## src/rtl/fetch_ctrl.sv

```systemverilog
// Fetch sequencer for the IF/ID stage: owns the PC, drives the instruction-memory
// handshake, holds one fetched instruction for decode and flags fetch faults.
module fetch_ctrl #(
    parameter logic [31:0] RESET   = 32'h0000_0000,
    parameter int unsigned TIMEOUT = 16
) (
    input  logic        clk,
    input  logic        reset,
    input  logic        stall,
    input  logic        redirect,
    input  logic [31:0] redirect_pc,
    output logic        inst_mem_req,
    output logic [31:0] inst_mem_address,
    input  logic        inst_mem_is_valid,
    input  logic [31:0] inst_mem_read_data,
    output logic        inst_valid,
    output logic [31:0] instruction,
    output logic [31:0] inst_fetch_pc,
    output logic        stall_read,
    output logic        exception
);

    localparam int unsigned TW = $clog2(TIMEOUT + 1);

    typedef enum logic [1:0] {
        BOOT,
        FETCH,
        FAULT
    } state_t;

    state_t        r_state;
    state_t        w_stateNext;
    logic [31:0]   r_pc;
    logic          r_instValid;
    logic [31:0]   r_instruction;
    logic [31:0]   r_instFetchPc;
    logic [TW-1:0] r_timer;

    logic w_req;
    logic w_fill;
    logic w_consume;
    logic w_wait;
    logic w_timeoutHit;
    logic w_badRedirect;

    assign w_fill        = w_req & inst_mem_is_valid & ~redirect;
    assign w_consume     = r_instValid & ~stall;
    assign w_wait        = w_req & ~inst_mem_is_valid;
    // Fault on the edge that closes the TIMEOUT-th consecutive waiting cycle.
    assign w_timeoutHit  = w_wait & ~redirect & (r_timer == TW'(TIMEOUT - 1));
    assign w_badRedirect = redirect & (redirect_pc[1:0] != 2'b00);

    always_ff @(posedge clk or posedge reset) begin
        if (reset) begin
            r_state <= BOOT;
        end else begin
            r_state <= w_stateNext;
        end
    end

    always_comb begin
        w_stateNext = r_state;
        case (r_state)
            BOOT: begin
                if ((RESET[1:0] != 2'b00) || w_badRedirect) begin
                    w_stateNext = FAULT;
                end else begin
                    w_stateNext = FETCH;
                end
            end
            FETCH: begin
                if (w_badRedirect || w_timeoutHit) begin
                    w_stateNext = FAULT;
                end
            end
            FAULT: begin
                w_stateNext = FAULT;
            end
            default: begin
                w_stateNext = BOOT;
            end
        endcase
    end

    always_comb begin
        w_req = 1'b0;
        if (r_state == FETCH) begin
            w_req = ~r_instValid | ~stall;
        end
    end

    // Redirect outranks fill, consume and stall; a fault freezes everything.
    always_ff @(posedge clk or posedge reset) begin
        if (reset) begin
            r_pc          <= RESET;
            r_instValid   <= 1'b0;
            r_instruction <= 32'h0000_0013;
            r_instFetchPc <= RESET;
            r_timer       <= '0;
        end else if ((r_state == FAULT) || (w_stateNext == FAULT)) begin
            r_instValid <= 1'b0;
            r_timer     <= '0;
        end else if (redirect) begin
            r_pc        <= redirect_pc;
            r_instValid <= 1'b0;
            r_timer     <= '0;
        end else if (w_fill) begin
            r_instruction <= inst_mem_read_data;
            r_instFetchPc <= r_pc;
            r_instValid   <= 1'b1;
            r_pc          <= r_pc + 32'd4;
            r_timer       <= '0;
        end else begin
            if (w_consume) begin
                r_instValid <= 1'b0;
            end
            r_timer <= w_wait ? (r_timer + 1'b1) : '0;
        end
    end

    assign inst_mem_req     = w_req;
    assign inst_mem_address = r_pc;
    assign inst_valid       = r_instValid;
    assign instruction      = r_instruction;
    assign inst_fetch_pc    = r_instFetchPc;
    assign exception        = (r_state == FAULT);
    assign stall_read       = ~r_instValid | stall | (r_state == FAULT);

endmodule

```

## config.mk

```make
export PLATFORM = sky130hd
export DESIGN_NAME = fetch_ctrl
export DESIGN_NICKNAME = d
export VERILOG_FILES = /design/src/rtl/fetch_ctrl.sv
export SDC_FILE = /design/constraint.sdc
export NUM_CORES = 1
export LEC_CHECK = 0
export ABC_AREA = 1
export CAP_MARGIN = 25
export CORE_ASPECT_RATIO = 0.6
export CORE_MARGIN = 2
export CORE_UTILIZATION = 30
export CTS_CLUSTER_SIZE = 20
export DETAILED_ROUTE_END_ITERATION = 10
export GPL_TIMING_DRIVEN = 0
export PLACE_DENSITY_LB_ADDON = 0.25
export SLEW_MARGIN = 40
export SYNTH_ARGS = -nofsm -noshare
export SYNTH_HDL_FRONTEND = slang
export SYNTH_SLANG_ARGS = --single-unit
```

## constraint.sdc

```tcl
create_clock -name clk -period 9.7 [get_ports clk]
set_input_delay 1.94 -clock clk [delete_from_list [all_inputs] [get_ports clk]]
set_output_delay 1.94 -clock clk [all_outputs]
set_load 0.005 [all_outputs]
```

==> flow_summary.ini, run 1 <==
[floorplan]
coreArea_sq_um = 17000
initial_core_util = 0.304
io_pins = 169
dieHeight_um = 106
die_width_um = 173
die-area_sq_um = 18300
core.rowCount = 37

[logic_synthesis]
synth_fp_nets = 780
synthMuxAreaShare = 0
synth-seq-area-share = 0.504
syn-cell-area_sq_um = 5170
synthAdderAreaFrac = 0.00726
ys_seq_elements = 104
synth.distinct_cells = 30
syn-instance-count = 708
synth-xor-area-share = 0.00677
synth_top_family_by_area = simple AND/OR/NAND/NOR gates
ys_warn_count = 0
synth-simple-area-share = 0.382
synth_compound_area_frac = 0.0496
syn_avg_cell_area_sq_um = 7.30

[placed_design]
numPortBuffers = 168
dp_cells = 1111
hpwl_um = 13400
place_congestion = 0.898
place_area_sq_um = 7180
dp_slack_ps = 4480

[worst_hold_path]
min_path_type = reg2reg
min_from = instruction[4]$_DFFE_PP1P_
worst_hold_path.num_cells = 2

[grt]
grt_pass1_vias = 4855
antenna_found_initial = 1
overflow = 0
grtUsageMet3 = 0.0595
grt_max_degree = 77
grt_pass1_wl_um = 27500
gr-usage-all-layers = 0.194
grt_util_met2 = 0.265
grt_use_met1 = 0.299
busiest_layer = met1

[pwr]
switching_share = 0.359
p_int_w = 0.00127
p_leak_nw = 3.48
pwr-share-comb = 0.410
vdd_ir_drop_max_uv = 108
p_switching_w = 0.000712
pwr-share-clk = 0.183
p_per_area_nw_per_um2 = 265
pwr-share-seq = 0.407

[clocking]
clock_path_buffers = 2
cts_root_buf = clkbuf_16
h-tree-depth = 3
numCtsBuffers = 9
cts_hold_buf = 0
post_cts_buffers = 0
cts_resized = 0
cts_tree = done
cts_sinks = 104
path_clk_slew_ps = 80
clock_latency_ps = 350

[routing]
vias = 5189
routed_wl_um = 17500
post-route-drc-count = 0
wl_per_cell_um = 15.5
ant_nets = 0
first_pass_iters = 5
initialDrtViolationCount = 390
vias_per_cell = 4.60

[sta]
fmax_mhz = 191
skew_ps = 11.8
slew_viol_final = 0
maxSlewHeadroom = 0.541
min_period_over_period = 0.539
setup_viol_count_final = 0
hold_viol_final = 0
fin_setup_tns_ps = 0
setup_ws_ps = 4480
worst_slew_pin_slew_ps = 689
min_period_ps = 5220
rsz0062_at_grt = false

[finish]
multiInputGateArea_sq_um = 2300
seq_area_sq_um = 2610
nNetsFinal = 960
area_delta_synth_final_pct = 44.5
instances_no_fill = 1128
final_common_cell = nand2_1
final_area_sq_um = 7470
fillCellCount = 1771
drive_gt1_frac = 0.0549
final_cell_mix = nand2_1 (354), clkdlybuf4s50_1 (168), dfrtp_1 (101)

[critical_path]
required_ps = 7760
setup.worst_path.start = stall
crit_path_frequent_cell = clkdlybuf4s50_1
ff2ff_setup_slack_ps = 7590
cp_max_fo = 2
rr_startpoint = r_timer[0]$_DFF_PP0_
slowest_stage = or3b_2
end_kind = primary output
path_class = in2out
crit_path_cell_trace = clkdlybuf4s50_1 -> or3b_2 -> clkdlybuf4s50_1
rr_endpoint = inst_mem_address[21]$_DFFE_PP0P_
reg2regPathDepth = 10
worstSetupStartpointType = input pin
cp.arrival_ps = 3280
worst_path_largest_cell_delay_ps = 470
worstSetupEndpoint = stall_read

[flow_run]
cap_viol_max_count = 0

[outcome]
status = completed
layout make-up:
| type | instances | share of cell area |
|---|---|---|
| diodes | 1 | 0.000335 |
| plain buffers | 25 | 0.0167 |
| clock buffers | 11 | 0.0325 |
| clock inverters | 5 | 0.00636 |
| inverters | 36 | 0.0191 |
| multi-input cells | 543 | 0.308 |
| flip-flops and latches | 104 | 0.349 |
| well taps | 234 | 0.0392 |
| repair buffers | 169 | 0.229 |
power groups by stage:
| stage | registers [W] | logic [W] | clock network, W |
|---|---|---|---|
| detailed placement | 0.000810 | 0.000817 | 0 |
| global placement | 0.000809 | 0.000807 | 0 |
| CTS | 0.000804 | 0.000821 | 0.000374 |
| global route | 0.000834 | 0.000903 | 0.000391 |
| floorplan | 0.000781 | 0.000304 | 0 |
| finish | 0.000806 | 0.000813 | 0.000362 |
cell usage after synthesis, drive strengths merged:
cell type | instances | share of area
nand2 | 359 | 0.26
dfrtp | 101 | 0.49
nor2 | 83 | 0.064
inv | 36 | 0.026
nand3 | 34 | 0.033
o21ai | 33 | 0.032
buf | 14 | 0.016
clkbuf | 11 | 0.0080
nand3b | 9 | 0.013
a21oi | 4 | 0.0060
dfstp | 3 | 0.015
ha | 3 | 0.0073
nand4 | 3 | 0.0036
o21bai | 3 | 0.0044
xor2 | 3 | 0.0051
a31oi | 2 | 0.0024
o211ai | 2 | 0.0048
or2 | 2 | 0.0024
and3 | 1 | 0.0012
or3b | 1 | 0.0017
xnor2 | 1 | 0.0017
state kept, by name (all words and copies together), names as in the netlist:
| register | flops |
|---|---|
| r_state | 2 |
| instruction | 32 |
| r_timer | 5 |
| inst_valid | 1 |
| inst_mem_address | 32 |
| inst_fetch_pc | 32 |
routing by layer:
layer / vias to the layer above / wire (um)
li1: 2553 / -
met4: 0 / 140
met1: 2403 / 9010
met5: - / 0
met2: 221 / 6670
met3: 12 / 1660
worst max-delay path: cells and delay by family:
kind / cells / cell delay, ps
simple gates: 1 / 470
buf+inv: 2 / 870
worst min path at each step:
stage | slack (ps) | end
floorplan | 430 | r_timer[0]$_DFF_PP0_
global placement | 450 | instruction[4]$_DFFE_PP1P_
detailed placement | 450 | instruction[4]$_DFFE_PP1P_
CTS | 470 | instruction[4]$_DFFE_PP1P_
global route | 480 | instruction[4]$_DFFE_PP1P_
finish | 460 | instruction[4]$_DFFE_PP1P_
stage by stage:
| step | util | hold slack, ps | total power (W) |
|---|---|---|---|
| final | 0.440 | 463 | 0.00198 |
| after global routing | 0.440 | 476 | 0.00213 |
| after CTS | 0.440 | 465 | 0.00200 |
| after detailed placement | 0.423 | 453 | 0.00163 |
| after global placement | 0.421 | 450 | 0.00162 |
| after floorplan | - | 432 | 0.00108 |
kinds of logic (layout without fill, tap and decap cells):
family                   after synthesis  count (layout)
AND/OR/NAND/NOR                      492             492
flip-flops                           104             104
buffers and inverters                 61             246
AO/OA/AOI/OAI                         44              44
XOR/XNOR                               4               4
adder cells (fa/ha/maj)                3               3
other                                  0               1
Note: power is estimated with default switching activity, not from simulation.
==> inputs of run 2 (changes only) <==
clock period = 5.3 ns   (was 9.7 ns; I/O delays follow)
==> results of run 2 <==
The final DEF is identical to that of run 1. Status: completed.
Main changes from that run: setup slack after placement 4480 ps -> 1840 ps; setup slack after layout 4480 ps -> 1840 ps; register-to-register setup slack 7590 ps -> 3190 ps; total power 0.00198 W -> 0.00363 W; worst IR drop on VDD 108 uV -> 197 uV
==> inputs of run 3 (changes only) <==
clock period = 3.3 ns   (was 5.3 ns; I/O delays follow)
==> flow_summary.ini, run 3 (synthesis gave the netlist of run 1 again) <==
[placed_design]
place_congestion = 0.893
hpwl_um = 13600
numPortBuffers = 168

[clocking]
numCtsBuffers = 9
cts_root_buf = clkbuf_16
path_clk_slew_ps = 70
clock_path_buffers = 2
clock_latency_ps = 360
h-tree-depth = 3
cts_sinks = 104
post_cts_buffers = 0
cts_resized = 0
cts_tree = done
cts_hold_buf = 0

[worst_hold_path]
min_from = instruction[1]$_DFFE_PP1P_
min_path_type = reg2reg

[critical_path]
setup.worst_path.start = stall
worst_path_largest_cell_delay_ps = 480
worstSetupStartpointType = input pin
cp.arrival_ps = 2010
rr_startpoint = r_timer[0]$_DFF_PP0_
cp_max_fo = 2
slowest_stage = or3b_2
crit_path_frequent_cell = clkdlybuf4s50_1
end_kind = primary output
path_class = in2out
required_ps = 2640
crit_path_cell_trace = clkdlybuf4s50_1 -> or3b_2 -> clkdlybuf4s50_1

[finish]
seq_area_sq_um = 2610
drive_gt1_frac = 0.0591
area_delta_synth_final_pct = 46.7
fillCellCount = 1719
final_common_cell = nand2_1
multiInputGateArea_sq_um = 2300
finish.utilization = 0.447
nNetsFinal = 964
antennaDiodeCount = 0
final_cell_mix = nand2_1 (354), clkdlybuf4s50_1 (168), dfrtp_1 (101)

[grt]
grt_max_degree = 23
antenna_found_initial = 0
overflow = 0
gr-usage-all-layers = 0.198
grt_pass1_vias = 4979
grt_pass1_wl_um = 28300

[flow_run]
cap_viol_max_count = 0

[floorplan]
initial_core_util = 0.304
die-area_sq_um = 18300
dieHeight_um = 106
io_pins = 169
coreArea_sq_um = 17000
core.rowCount = 37
die_width_um = 173

[routing]
wl_per_cell_um = 15.4
first_pass_iters = 5
post-route-drc-count = 0
vias = 5123
initialDrtViolationCount = 507
vias_per_cell = 4.53
ant_nets = 0
routed_wl_um = 17500

[sta]
hold_viol_final = 0
fmax_mhz = 375
worst_slew_pin_slew_ps = 680
slew_viol_final = 0
min_period_over_period = 0.808
fin_setup_tns_ps = 0
min_period_ps = 2670
rsz0062_at_grt = false
skew_ps = 12.4
maxSlewHeadroom = 0.546
setup_viol_count_final = 0

[pwr]
p_per_area_nw_per_um2 = 776
vdd_ir_drop_max_uv = 283
p_leak_nw = 3.52

[outcome]
status = completed
run 3: critical path, delay by kind of cell:
family                 cells  cell delay (ps)
AND/OR/NAND/NOR            1              480
buffers and inverters      2              870
run 3: through the flow:
| step | power (W) | area (sq um) | worst slack, ps | instances | hold slack (ps) |
|---|---|---|---|---|---|
| final | 0.00589 | 7590 | 634 | 1131 | 463 |
| after global routing | 0.00632 | 7590 | 578 | 1131 | 482 |
| after CTS | 0.00594 | 7590 | 626 | 1131 | 465 |
| after detailed placement | 0.00480 | 7280 | 620 | 1115 | 452 |
| after global placement | 0.00475 | 7150 | 173 | 1110 | 452 |
| after floorplan | 0.00319 | 5170 | 1400 | 708 | 432 |
run 3: layer usage:
layer,up-vias,GRT usage,share of wire
li1,2561,-,-
met1,2353,0.299,0.51
met2,202,0.286,0.39
met5,-,0,0
met4,0,0.0266,0.0044
met3,7,0.0566,0.094
run 3: path summary, 6_finish.rpt:
check | end | slack [ps] | cells past startpoint
worst min-delay path | instruction[1]$_DFFE_PP1P_ | 460 | 2
min in group asynchronous | instruction[20]$_DFFE_PP0P_ | 650 | 2
max in group asynchronous | inst_mem_address[7]$_DFFE_PP0P_ | 1830 | 5
worst min register to register | instruction[1]$_DFFE_PP1P_ | 460 | 2
worst max register to register | inst_mem_address[21]$_DFFE_PP0P_ | 1160 | 10
worst max-delay path | stall_read | 630 | 3
run 3: report_power, final:
part           leakage, nW  switching, W  internal [W]
logic                 2.06       0.00102       0.00137
clock network        0.146      0.000521      0.000602
registers             1.32      0.000545       0.00182
run 3: layout make-up:
type | instances | area share
buffer | 25 | 0.0165
clock buffer | 10 | 0.0302
clock inverter | 6 | 0.0106
inverter | 36 | 0.0183
multi-input combinational | 543 | 0.304
sequential | 104 | 0.343
tap | 234 | 0.0386
timing repair buffer | 173 | 0.239
